<file path="src/rtl/pipelined_cla_adder_if.sv">
// Valid/ready stream bundle for the pipelined CLA adder/subtractor.
// The master drives operands and out_ready; the slave (the adder) returns results.
interface pipelined_cla_adder_if #(
    parameter int WIDTH = 16
) ();
    logic             in_valid;
    logic             in_ready;
    logic [WIDTH-1:0] a;
    logic [WIDTH-1:0] b;
    logic             cin;
    logic             sub;
    logic             out_valid;
    logic             out_ready;
    logic [WIDTH-1:0] sum;
    logic             cout;
    logic             ovf;

    modport master (
        output in_valid, a, b, cin, sub, out_ready,
        input  in_ready, out_valid, sum, cout, ovf
    );

    modport slave (
        input  in_valid, a, b, cin, sub, out_ready,
        output in_ready, out_valid, sum, cout, ovf
    );
endinterface

</file>
<file path="src/rtl/pipelined_cla_adder.sv">
// Pipelined carry-lookahead adder/subtractor.
// One GROUP-bit lookahead slice per stage with the inter-group carry registered,
// so the critical path is a single group whatever WIDTH is. The whole pipe
// advances together (global stall) under valid/ready backpressure.
module pipelined_cla_adder #(
    parameter int WIDTH = 16,
    parameter int GROUP = 4
) (
    input logic                  clk,
    input logic                  rst,
    pipelined_cla_adder_if.slave bus
);
    localparam int STAGES = WIDTH / GROUP;

    if ((GROUP < 1) || (WIDTH % GROUP != 0)) begin : g_param_check
        $error("pipelined_cla_adder: WIDTH must be a positive multiple of GROUP");
    end

    logic             adv;
    logic             out_valid_reg;
    logic [WIDTH-1:0] sum_reg;
    logic             cout_reg;
    logic             ovf_reg;

    // The pipe moves whenever the output register is empty or being drained.
    assign adv           = !out_valid_reg || bus.out_ready;
    assign bus.in_ready  = adv;
    assign bus.out_valid = out_valid_reg;
    assign bus.sum       = sum_reg;
    assign bus.cout      = cout_reg;
    assign bus.ovf       = ovf_reg;

    for (genvar gi = 0; gi < STAGES; gi++) begin : g_stage
        // Operand bits not yet consumed: [WIDTH-1 : gi*GROUP], right-aligned.
        localparam int REM  = WIDTH - gi * GROUP;

        logic                       vld_reg;
        logic [REM-1:0]             a_reg;
        logic [REM-1:0]             b_reg;
        logic                       c_reg;
        logic [GROUP-1:0]           g;
        logic [GROUP-1:0]           p;
        logic [GROUP:0]             c;
        logic                       la_acc;
        logic                       la_term;
        logic [GROUP-1:0]           grp_sum;
        logic [(gi+1)*GROUP-1:0]    s_merge;

        // Lookahead slice: every internal carry expanded as a flat sum of products.
        always_comb begin
            g       = a_reg[GROUP-1:0] & b_reg[GROUP-1:0];
            p       = a_reg[GROUP-1:0] ^ b_reg[GROUP-1:0];
            c       = '0;
            la_acc  = 1'b0;
            la_term = 1'b0;
            c[0]    = c_reg;
            for (int i = 0; i < GROUP; i++) begin
                la_acc = c_reg;
                for (int j = 0; j <= i; j++) begin
                    la_acc = la_acc & p[j];
                end
                for (int j = 0; j <= i; j++) begin
                    la_term = g[j];
                    for (int k = j + 1; k <= i; k++) begin
                        la_term = la_term & p[k];
                    end
                    la_acc = la_acc | la_term;
                end
                c[i+1] = la_acc;
            end
            grp_sum = p ^ c[GROUP-1:0];
        end

        if (gi == 0) begin : g_load
            assign s_merge = grp_sum;

            // Entry stage valid bit.
            always_ff @(posedge clk) begin
                if (rst) begin
                    vld_reg <= 1'b0;
                end else if (adv) begin
                    vld_reg <= bus.in_valid;
                end
            end

            // Capture operands; subtract is a + ~b + 1 so cin is replaced by 1.
            always_ff @(posedge clk) begin
                if (adv) begin
                    a_reg <= bus.a;
                    b_reg <= bus.sub ? ~bus.b : bus.b;
                    c_reg <= bus.sub | bus.cin;
                end
            end
        end else begin : g_shift
            logic [gi*GROUP-1:0] s_reg;

            assign s_merge = {grp_sum, s_reg};

            // Valid bit follows the previous stage; bubbles travel as invalid.
            always_ff @(posedge clk) begin
                if (rst) begin
                    vld_reg <= 1'b0;
                end else if (adv) begin
                    vld_reg <= g_stage[gi-1].vld_reg;
                end
            end

            // Take resolved low sum bits, remaining operand bits and the group carry.
            always_ff @(posedge clk) begin
                if (adv) begin
                    s_reg <= g_stage[gi-1].s_merge;
                    a_reg <= g_stage[gi-1].a_reg[REM+GROUP-1:GROUP];
                    b_reg <= g_stage[gi-1].b_reg[REM+GROUP-1:GROUP];
                    c_reg <= g_stage[gi-1].c[GROUP];
                end
            end
        end
    end

    // Output register: last slice result, held while the consumer stalls.
    always_ff @(posedge clk) begin
        if (rst) begin
            out_valid_reg <= 1'b0;
            sum_reg       <= '0;
            cout_reg      <= 1'b0;
            ovf_reg       <= 1'b0;
        end else if (adv) begin
            out_valid_reg <= g_stage[STAGES-1].vld_reg;
            if (g_stage[STAGES-1].vld_reg) begin
                sum_reg  <= g_stage[STAGES-1].s_merge;
                cout_reg <= g_stage[STAGES-1].c[GROUP];
                ovf_reg  <= g_stage[STAGES-1].c[GROUP] ^ g_stage[STAGES-1].c[GROUP-1];
            end
        end
    end
endmodule

</file>
<file path="src/flat_wrapper.sv">
// flat-port wrapper written by rule: the top's interface ports become plain ports
module pipelined_cla_adder_flat 
#(
    parameter int WIDTH = 16,
    parameter int GROUP = 4
)
  (clk, rst, bus_in_valid, bus_a, bus_b, bus_cin, bus_sub, bus_out_ready, bus_in_ready, bus_out_valid, bus_sum, bus_cout, bus_ovf);
  pipelined_cla_adder_if #(.WIDTH(WIDTH)) bus_i ();
  input logic clk;
  input logic rst;
  input wire logic [$bits(bus_i.in_valid)-1:0] bus_in_valid;
  input wire logic [$bits(bus_i.a)-1:0] bus_a;
  input wire logic [$bits(bus_i.b)-1:0] bus_b;
  input wire logic [$bits(bus_i.cin)-1:0] bus_cin;
  input wire logic [$bits(bus_i.sub)-1:0] bus_sub;
  input wire logic [$bits(bus_i.out_ready)-1:0] bus_out_ready;
  output wire logic [$bits(bus_i.in_ready)-1:0] bus_in_ready;
  output wire logic [$bits(bus_i.out_valid)-1:0] bus_out_valid;
  output wire logic [$bits(bus_i.sum)-1:0] bus_sum;
  output wire logic [$bits(bus_i.cout)-1:0] bus_cout;
  output wire logic [$bits(bus_i.ovf)-1:0] bus_ovf;
  assign bus_i.in_valid = bus_in_valid;
  assign bus_i.a = bus_a;
  assign bus_i.b = bus_b;
  assign bus_i.cin = bus_cin;
  assign bus_i.sub = bus_sub;
  assign bus_i.out_ready = bus_out_ready;
  assign bus_in_ready = bus_i.in_ready;
  assign bus_out_valid = bus_i.out_valid;
  assign bus_sum = bus_i.sum;
  assign bus_cout = bus_i.cout;
  assign bus_ovf = bus_i.ovf;
  pipelined_cla_adder #(.WIDTH(WIDTH), .GROUP(GROUP)) u_core (.clk(clk), .rst(rst), .bus(bus_i));
endmodule
</file>
<file path="config.mk">
export PLATFORM = sky130hd
export DESIGN_NAME = pipelined_cla_adder_flat
export DESIGN_NICKNAME = d
export VERILOG_FILES = /design/src/rtl/pipelined_cla_adder_if.sv /design/src/rtl/pipelined_cla_adder.sv /design/src/flat_wrapper.sv
export SDC_FILE = /design/constraint.sdc
export NUM_CORES = 1
export LEC_CHECK = 0
export ABC_AREA = 1
export CAP_MARGIN = 20
export CORE_MARGIN = 3
export CORE_UTILIZATION = 45
export DETAILED_ROUTE_END_ITERATION = 10
export GPL_TIMING_DRIVEN = 0
export PLACE_DENSITY = 0.64
export SLEW_MARGIN = 20
export SYNTH_ARGS = -nofsm -noshare
export SYNTH_HDL_FRONTEND = slang
export SYNTH_SLANG_ARGS = --single-unit
</file>
<file path="constraint.sdc">
create_clock -name clk -period 3.4 [get_ports clk]
set_input_delay 0.51 -clock clk [delete_from_list [all_inputs] [get_ports clk]]
set_output_delay 0.51 -clock clk [all_outputs]
set_load 0.01 [all_outputs]
</file>
==> summary.txt, run 1 <==
Die height - 110 µm
Final setup skew - 0.00835 ns
Final slew viol count - 0
CP Launch Type - input pin
Post-CTS sizing - 0
Worst slew margin - 71.4%
Commonest non-fill, non-tap cell in the layout - edfxtp_1
Met2 usage - 17.6%
Power per cell area - 611 nW/µm²
Worst path cell trace - clkdlybuf4s50_1 -> nor2_4 -> inv_6 -> clkdlybuf4s50_1
1st-iter DRT viols - 146
HP Class - flip-flop to flip-flop
Num ports - 58
TritonCTS clock tree - yes
Worst-Margin Slew - 0.429 ns
FFs w/ async S/R, synth - 0%
Setup bufs post-CTS - 0
Top_reg_cell synth - edfxtp_1
Sink Count - 131
Slack of the critical path - 0.949 ns
Remaining Overflow, GRT - 0
Syn. warnings - 0
Residual DRC count - 0
Final hold vios - 0
Seq cells post-synth - 131
Critical path's slowest cell - clkdlybuf4s50_1
Largest net degree at the start of global routing - 90
ANT nets after route - 0
Core footprint - 10500 µm²
Num CTS Buffers - 17
Post-synth EDFFs - 108
CTS root buffer - clkbuf_8
CP dominant cell by count - clkdlybuf4s50_1
DRT Wirelength - 6210 µm
Post-Syn Instances - 295
WL/cell - 11.9 µm
Port Buffer Count - 56
Vias in the first global route - 2330
Setup TNS - 0 ns
Core Util, Final - 58.9%
Sequential share of power - 54.2%
Area leader, netlist - edfxtp_1
Switching pwr - 750 µW
Sequential fraction of the synthesis area - 75.4%
Most Crowded Layer GR - met2
Netlist Area Pre-Place - 4910 µm²
Clk_lat worst skew - 0.49 ns
CP max FO - 25
Yosys top cell area share - 66.0%
Worst IR drop on VDD - 0.296 mV
RSZ-0062 raised after global routing - false
Synth Area per Inst - 16.7 µm²
Status - finished clean
N_diodes - 0
NumNets Final - 433
Met3 Use GR - 4.16%
M1 GR Usage - 13.3%
Gpl congestion - 0.701
Syn nets - 357
Combinational Power Share - 6.8%
Initial antenna violation count - 0
Pre-CTS setup slack - 0.937 ns
Worst setup path category - input pin to output port
Internal power - 3020 µW
Synth unique cells - 27
Initial Util - 47.0%
Area of the die - 12200 µm²
CTS Buffer Depth - 2
Tot Pwr - 3770 µW
Vias - 2345
Static leakage - 0.00235 µW
Count of non-filler cells in the finished layout - 520
Sw Share - 19.9%
Multi-input gate area - 1110 µm²
Row count - 37
Register Area - 3700 µm²
Synth-to-layout area growth - 25.5%
Clk slew on worst S/H paths - 0.05 ns
Clock network fraction of total power - 39.0%
# hold bufs at CTS - 0
Final setup viols - 0
Via density per instance - 4.51
Most frequent cells in the layout - 108 x edfxtp_1, 56 x clkdlybuf4s50_1, 37 x nand2_1
GRT Overall Usage - 11.1%
Clock period minus worst slack - 2.45 ns
Slowest stage delay, CP - 0.51 ns
Post-DP HPWL - 4060 µm
Dpl cells - 488
Worst setup EP type - output port
Worst EP arrival - 1.94 ns
Width of the die - 110 µm
H-Tree Depth - 4
CP required - 2.89 ns
# fillers - 859
First-pass GRT wire length - 10700 µm
Tcrit/Tclk final - 72.1%
Drt pass-1 iters - 4
Max cap viols - 0
Fmax - 408 MHz
Synth area leaders - edfxtp_1 66%, dfxtp_1 9.4%, ha_1 5.1%
Share of cells above drive strength 1 - 16.1%
## critical path: cells and delay by family
family / cells / cell delay [ns]
buffers and inverters: 3 / 1.11
and+or+nand+nor: 1 / 0.30
## power by group through the flow
stage | clock network, µW | registers [µW] | logic (µW)
after floorplan | 0 | 2060 | 167
after global placement | 0 | 2070 | 254
after detailed placement | 0 | 2070 | 261
after CTS | 1520 | 2040 | 263
after global routing | 1610 | 2060 | 296
final | 1470 | 2040 | 257
## cells in the mapped netlist (4+ instances only)
master,instances
dfxtp_1,23
o21ai_0,4
edfxtp_1,108
inv_1,9
nand2_2,11
a21oi_1,8
nand2_1,37
fa_1,4
xor2_1,26
a21oi_2,11
ha_1,20
nor2_1,6
a21o_1,6
## cells by family after synthesis
logic type / after synthesis / synth area share (%)
XOR/XNOR: 27 / 4.81
flip-flops: 131 / 75.4
AO/OA/AOI/OAI: 31 / 4.41
AND/OR/NAND/NOR: 65 / 6.65
buffers and inverters: 17 / 2.01
adder cells (fa/ha/maj): 24 / 6.72
## layout make-up
class / count / share of cell area (%)
Multi-Input combinational cell: 147 / 18.0
Clock buffer: 24 / 7.31
Sequential cell: 131 / 60.1
Clock inverter: 8 / 0.629
Timing Repair Buffer: 57 / 9.54
Inverter: 11 / 0.873
Buffer: 6 / 0.812
Tap cell: 136 / 2.76
## per-stage QoR
step                      hold WS [ns]  cell area, µm²
after global placement           0.400            5640
after detailed placement         0.405            5680
after CTS                        0.415            6160
after global routing             0.420            6160
after floorplan                  0.400            4910
final                            0.412            6160
## metal layers
layer / up-vias / share of wire (%)
met5: - / 0
met4: 0 / 1.6
met3: 9 / 5.5
met2: 61 / 48
met1: 1064 / 44
li1: 1211 / -
## path summary, 6_finish.rpt
path                               startpoint  cells past startpoint  slack, ns                     endpoint
setup / recovery                bus_out_ready                      4       0.95                 bus_in_ready
hold / removal    u_core.g_stage[0].b_reg[14]                      0       0.41  u_core.g_stage[1].b_reg[10]
setup reg to reg   u_core.g_stage[2].b_reg[0]                      6       1.60      u_core.g_stage[3].c_reg
hold reg to reg   u_core.g_stage[0].b_reg[14]                      0       0.41  u_core.g_stage[1].b_reg[10]
(Power assumes the default switching activity.)
==> inputs of run 2 (changes only) <==
==> constraint.sdc (replaced) <==
create_clock -name clk -period 2.55 [get_ports clk]
set_input_delay 0.3825 -clock clk [delete_from_list [all_inputs] [get_ports clk]]
set_output_delay 0.3825 -clock clk [all_outputs]
set_load 0.01 [all_outputs]
==> run 2 against run 1 <==
  * Routed wire length is 8.3% higher
  * Sequential power grew 33%
  * Die area is the same
  * Setup slack worse by 0.63 ns
  * Critical path type is now flip-flop to output port
  * Non-clock buffer count is 3 higher
  * Cell area rose by 3.2%
  * Sequential share of layout area down 1.9 points
==> summary.txt, run 2 (synthesized netlist as in run 1, its figures left out) <==
Count of non-filler cells in the finished layout - 524
Post-CTS sizing - 0
Status - finished clean
CP required - 2.17 ns
Slack of the critical path - 0.321 ns
Sequential share of power - 48.3%
NumNets Final - 437
Port Buffer Count - 56
Critical Path Source - u_core.bus.out_valid
Setup TNS - 0 ns
Most frequent cells in the layout - 108 x edfxtp_1, 56 x clkdlybuf4s50_1, 37 x nand2_1
Static leakage - 0.00244 µW
Combinational Power Share - 6.2%
Residual DRC count - 0
Post-Layout Inst Area - 6360 µm²
CP Launch Type - flip-flop
Clk_lat worst skew - 0.50 ns
Sink Count - 131
Final slew viol count - 0
H-Tree Depth - 4
Dpl cells - 490
CTS root buffer - clkbuf_8
Die height - 110 µm
Pre-CTS setup slack - -0.130 ns
Row count - 37
Clk slew on worst S/H paths - 0.06 ns
N_diodes - 0
Core footprint - 10500 µm²
GRT Overall Usage - 12.0%
Drt pass-1 iters - 4
Worst r2r src - u_core.g_stage[2].b_reg[0]
Fmax - 449 MHz
Area of the die - 12200 µm²
Worst EP arrival - 1.85 ns
First-pass GRT wire length - 11500 µm
Max cap viols - 0
Switching pwr - 1100 µW
Commonest non-fill, non-tap cell in the layout - edfxtp_1
ANT nets after route - 0
Width of the die - 110 µm
Remaining Overflow, GRT - 0
CTS Buffer Depth - 2
Internal power - 4540 µW
CP max FO - 8
Clock network fraction of total power - 45.4%
Final hold vios - 0
Sw Share - 19.5%
WL/cell - 12.8 µm
Final setup skew - 0.00612 ns
Largest net degree at the start of global routing - 39
Initial antenna violation count - 0
Initial Util - 47.0%
Worst-Margin Slew - 0.548 ns
Num ports - 58
Vias - 2443
Share of cells above drive strength 1 - 19.1%
TritonCTS clock tree - yes
Synth-to-layout area growth - 29.6%
Worst IR drop on VDD - 0.383 mV
Vias in the first global route - 2507
Post-DP HPWL - 4400 µm
Placed inst area - 5720 µm²
HP Class - input pin to flip-flop
Via density per instance - 4.66
Gpl congestion - 0.705
Worst setup EP type - output port
RSZ-0062 raised after global routing - false
Final setup viols - 0
DRT Wirelength - 6730 µm
Worst setup path category - flip-flop to output port
Power per cell area - 885 nW/µm²
Worst slew margin - 63.3%
Hold path startpoint - bus_sub
Clock period minus worst slack - 2.23 ns
Num CTS Buffers - 17
Tcrit/Tclk final - 87.4%
1st-iter DRT viols - 78
-- run 2: cell type report --
class	count	area (µm²)
Buffer	6	50.0
Clock buffer	19	432
Clock inverter	13	205
Fill cell	833	4100
Inverter	11	52.6
Multi-Input combinational cell	147	1110
Sequential cell	131	3700
Tap cell	136	170
Timing Repair Buffer	60	636
Timing Repair inverter	1	5.00
-- run 2: layer usage --
metal	track usage, %	share of wire [%]	up-vias
met5	0	0	-
met4	6.16	1.4	0
met3	4.00	4.6	9
met2	19.4	49	59
met1	14.2	45	1154
li1	-	-	1221
-- run 2: worst paths after layout --
| check | endpoint | slack, ns | cells past startpoint |
|---|---|---|---|
| setup / recovery | bus_in_ready | 0.32 | 4 |
| hold / removal | u_core.g_stage[0].c_reg | 0.31 | 2 |
| setup reg to reg | u_core.g_stage[3].c_reg | 0.74 | 6 |
| hold reg to reg | u_core.g_stage[1].a_reg[10] | 0.41 | 0 |
-- run 2: critical path: stages (launching register included) --
cell	delay [ns]
dfxtp_2	0.33
inv_2	0.04
nor2_4	0.29
clkinvlp_4	0.19
clkdlybuf4s50_1	0.50
-- run 2: power groups by stage --
stage / Clock [µW] / Combinational [µW] / Sequential, µW
after CTS: 2620 / 357 / 2730
after detailed placement: 0 / 354 / 2770
after global routing: 2720 / 401 / 2760
after floorplan: 0 / 223 / 2740
after global placement: 0 / 340 / 2760
final: 2560 / 351 / 2720
-- run 2: through the flow --
step                      total power (µW)  util [%]  hold slack [ns]
final                                 5640      60.8            0.314
after global routing                  5880      60.8            0.306
after CTS                             5710      60.8            0.286
after detailed placement              3120      54.6            0.405
after global placement                3100      54.0            0.401
after floorplan                       2970         -            0.400
-- run 2: repair_timing --
| action | CTS | global route |
|---|---|---|
| endpoints found under the setup margin | 1 | 0 |
| buffers inserted | 1 | 0 |
| hold buffers | 0 | 0 |
==> inputs of run 3 (changes only) <==
--- a/config.mk
+++ b/config.mk
@@ -6,12 +6,15 @@
 export NUM_CORES = 1
 export LEC_CHECK = 0
 export ABC_AREA = 1
+export ABC_CLOCK_PERIOD_IN_PS = 2550
 export CAP_MARGIN = 20
+export CELL_PAD_IN_SITES_DETAIL_PLACEMENT = 1
+export CELL_PAD_IN_SITES_GLOBAL_PLACEMENT = 1
 export CORE_MARGIN = 3
 export CORE_UTILIZATION = 45
 export DETAILED_ROUTE_END_ITERATION = 10
 export GPL_TIMING_DRIVEN = 0
-export PLACE_DENSITY = 0.64
+export PLACE_DENSITY = 0.74
 export SLEW_MARGIN = 20
 export SYNTH_ARGS = -nofsm -noshare
 export SYNTH_HDL_FRONTEND = slang
==> run 3 against run 2 <==
  * Clock skew barely moved
  * Clock power fell by 7%
  * Sequential power barely moved
  * Register-to-register slack got worse by 0.08 ns
  * Highest routed layer unchanged
  * Worst hold slack got worse by 0.0090 ns
  * Critical path depth rose by 1
  * Non-clock buffer count rose by 3
  * Largest cell class unchanged
  * Combinational power rose by 6.6%
  * Setup slack got worse by 0.049 ns
==> summary.txt, run 3 (synthesized netlist as in run 1, its figures left out) <==
Most frequent cells in the layout - 108 x edfxtp_1, 56 x clkdlybuf4s50_1, 37 x nand2_1
Tcrit/Tclk final - 89.3%
Fmax - 439 MHz
Status - finished clean
H-Tree Depth - 4
Drt pass-1 iters - 5
Worst slew margin - 68.4%
Worst setup EP type - output port
Final setup skew - 0.00594 ns
Sequential share of power - 49.7%
Synth-to-layout area growth - 28.8%
# hold bufs at CTS - 0
Static leakage - 0.00242 µW
Final hold vios - 0
Pre-CTS setup slack - -0.341 ns
RSZ-0062 raised after global routing - false
Clk slew on worst S/H paths - 0.06 ns
Clk_lat worst skew - 0.52 ns
Worst setup path end - bus_in_ready
CP Launch Type - flip-flop
GRT Overall Usage - 14.4%
Row count - 37
Worst r2r src - u_core.g_stage[1].b_reg[0]
R2R depth - 6
HP Class - input pin to flip-flop
Worst-Margin Slew - 0.472 ns
Residual DRC count - 0
Vias - 2547
Final slew viol count - 0
Dpl cells - 490
Worst setup path category - flip-flop to output port
Critical Path Source - u_core.bus.out_valid
Worst hold slack - 0.305 ns
Slack of the critical path - 0.272 ns
CTS Buffer Depth - 2
Power per cell area - 869 nW/µm²
Sw Share - 20.1%
Clock period minus worst slack - 2.28 ns
TritonCTS clock tree - yes
Post-DP HPWL - 5260 µm
N_diodes - 0
DRT Wirelength - 8310 µm
# fillers - 993
Gpl congestion - 0.704
CP max FO - 27
Port Buffer Count - 56
Width of the die - 110 µm
Switching pwr - 1110 µW
Area of the die - 12200 µm²
NumNets Final - 440
Die height - 110 µm
Share of cells above drive strength 1 - 18.7%
Num CTS Buffers - 17
DR top layer - met4
Internal power - 4390 µW
Initial Util - 47.0%
Commonest non-fill, non-tap cell in the layout - edfxtp_1
1st-iter DRT viols - 106
Sink Count - 131
Combinational Power Share - 6.8%
DR WL met3 - 413 µm
WL met2 - 4440 µm
Post-CTS sizing - 0
Worst EP arrival - 1.90 ns
Max cap viols - 0
Largest net degree at the start of global routing - 37
WL/cell - 15.8 µm
Final setup viols - 0
CP required - 2.17 ns
Count of non-filler cells in the finished layout - 527
CTS root buffer - clkbuf_8
Worst IR drop on VDD - 0.349 mV
Via density per instance - 4.83
Worst flop-to-flop path endpoint - u_core.g_stage[2].g_shift.s_reg[7]
Remaining Overflow, GRT - 0
Initial antenna violation count - 0
Num ports - 58
ANT nets after route - 0
Clock network fraction of total power - 43.5%
First-pass GRT wire length - 13400 µm
Vias in the first global route - 2714
Core footprint - 10500 µm²
M1 WL - 3350 µm
Setup slack, reg-to-reg - 0.66 ns
-- run 3: cell count changes in the layout (fill, tap and decap cells not counted), sizes merged --
cell	previous run	this run
buf	10	13
clkinv	6	9
inv	12	10
bufinv	5	4
clkbuf	19	18
clkinvlp	2	3
-- run 3: area by class of cell --
| class | instances | area, µm² | area share (%) |
|---|---|---|---|
| Timing Repair inverter | 1 | 5.00 | 0.0791 |
| Tap cell | 136 | 170 | 2.69 |
| Sequential cell | 131 | 3700 | 58.5 |
| Inverter | 11 | 52.6 | 0.830 |
| Clock buffer | 18 | 418 | 6.60 |
| Timing Repair Buffer | 63 | 651 | 10.3 |
| Multi-Input combinational cell | 147 | 1110 | 17.5 |
| Buffer | 6 | 50.0 | 0.791 |
| Clock inverter | 14 | 168 | 2.65 |
-- run 3: worst min-delay path by stage --
| stage | startpoint | endpoint | slack, ns | cells past startpoint |
|---|---|---|---|---|
| 3_3_place_gp | u_core.g_stage[2].a_reg[6] | u_core.g_stage[3].a_reg[2] | 0.40 | 0 |
| 5_1_grt | bus_sub | u_core.g_stage[0].b_reg[3] | 0.28 | 2 |
| 4_1_cts | bus_sub | u_core.g_stage[0].b_reg[3] | 0.28 | 2 |
| 3_5_place_dp | u_core.g_stage[2].b_reg[6] | u_core.g_stage[3].b_reg[2] | 0.41 | 0 |
| 6_report | bus_sub | u_core.g_stage[0].b_reg[3] | 0.31 | 2 |
| 2_1_floorplan | u_core.g_stage[0].a_reg[4] | u_core.g_stage[1].a_reg[0] | 0.40 | 0 |
-- run 3: power groups by stage --
stage / sequential (µW) / combinational (µW) / clock, µW
4_1_cts: 2740 / 383 / 2450
5_1_grt: 2760 / 421 / 2550
3_5_place_dp: 2780 / 367 / 0
6_report: 2730 / 374 / 2390
3_3_place_gp: 2750 / 340 / 0
2_1_floorplan: 2740 / 223 / 0
-- run 3: repair_timing --
item	CTS	global route
gates cloned	1	0
endpoints found under the setup margin	1	1
pin swaps	0	1
setup buffers	1	3
-- run 3: routing by layer --
layer / vias up / global-route usage, %
met1: 1253 / 15.8
met3: 12 / 5.59
met4: 0 / 7.47
met2: 59 / 24.3
met5: - / 0
li1: 1223 / -
-- run 3: critical path, stage by stage (launching register included) --
cell and delay, ns:
dfxtp_2 0.33, inv_2 0.04, nor2_4 0.17, clkinvlp_4 0.15, buf_12 0.18, clkdlybuf4s50_1 0.49
-- run 3: metrics by stage --
stage / utilization [%] / setup TNS (ns) / cell area (µm²) / power [µW]
floorplan: - / -22.40 / 4920 / 2970
global placement: 54.0 / -146.46 / 5650 / 3090
detailed placement: 54.6 / -0.341 / 5710 / 3150
CTS: 60.3 / 0 / 6310 / 5570
global route: 60.5 / 0 / 6330 / 5740
finish: 60.5 / 0 / 6330 / 5500
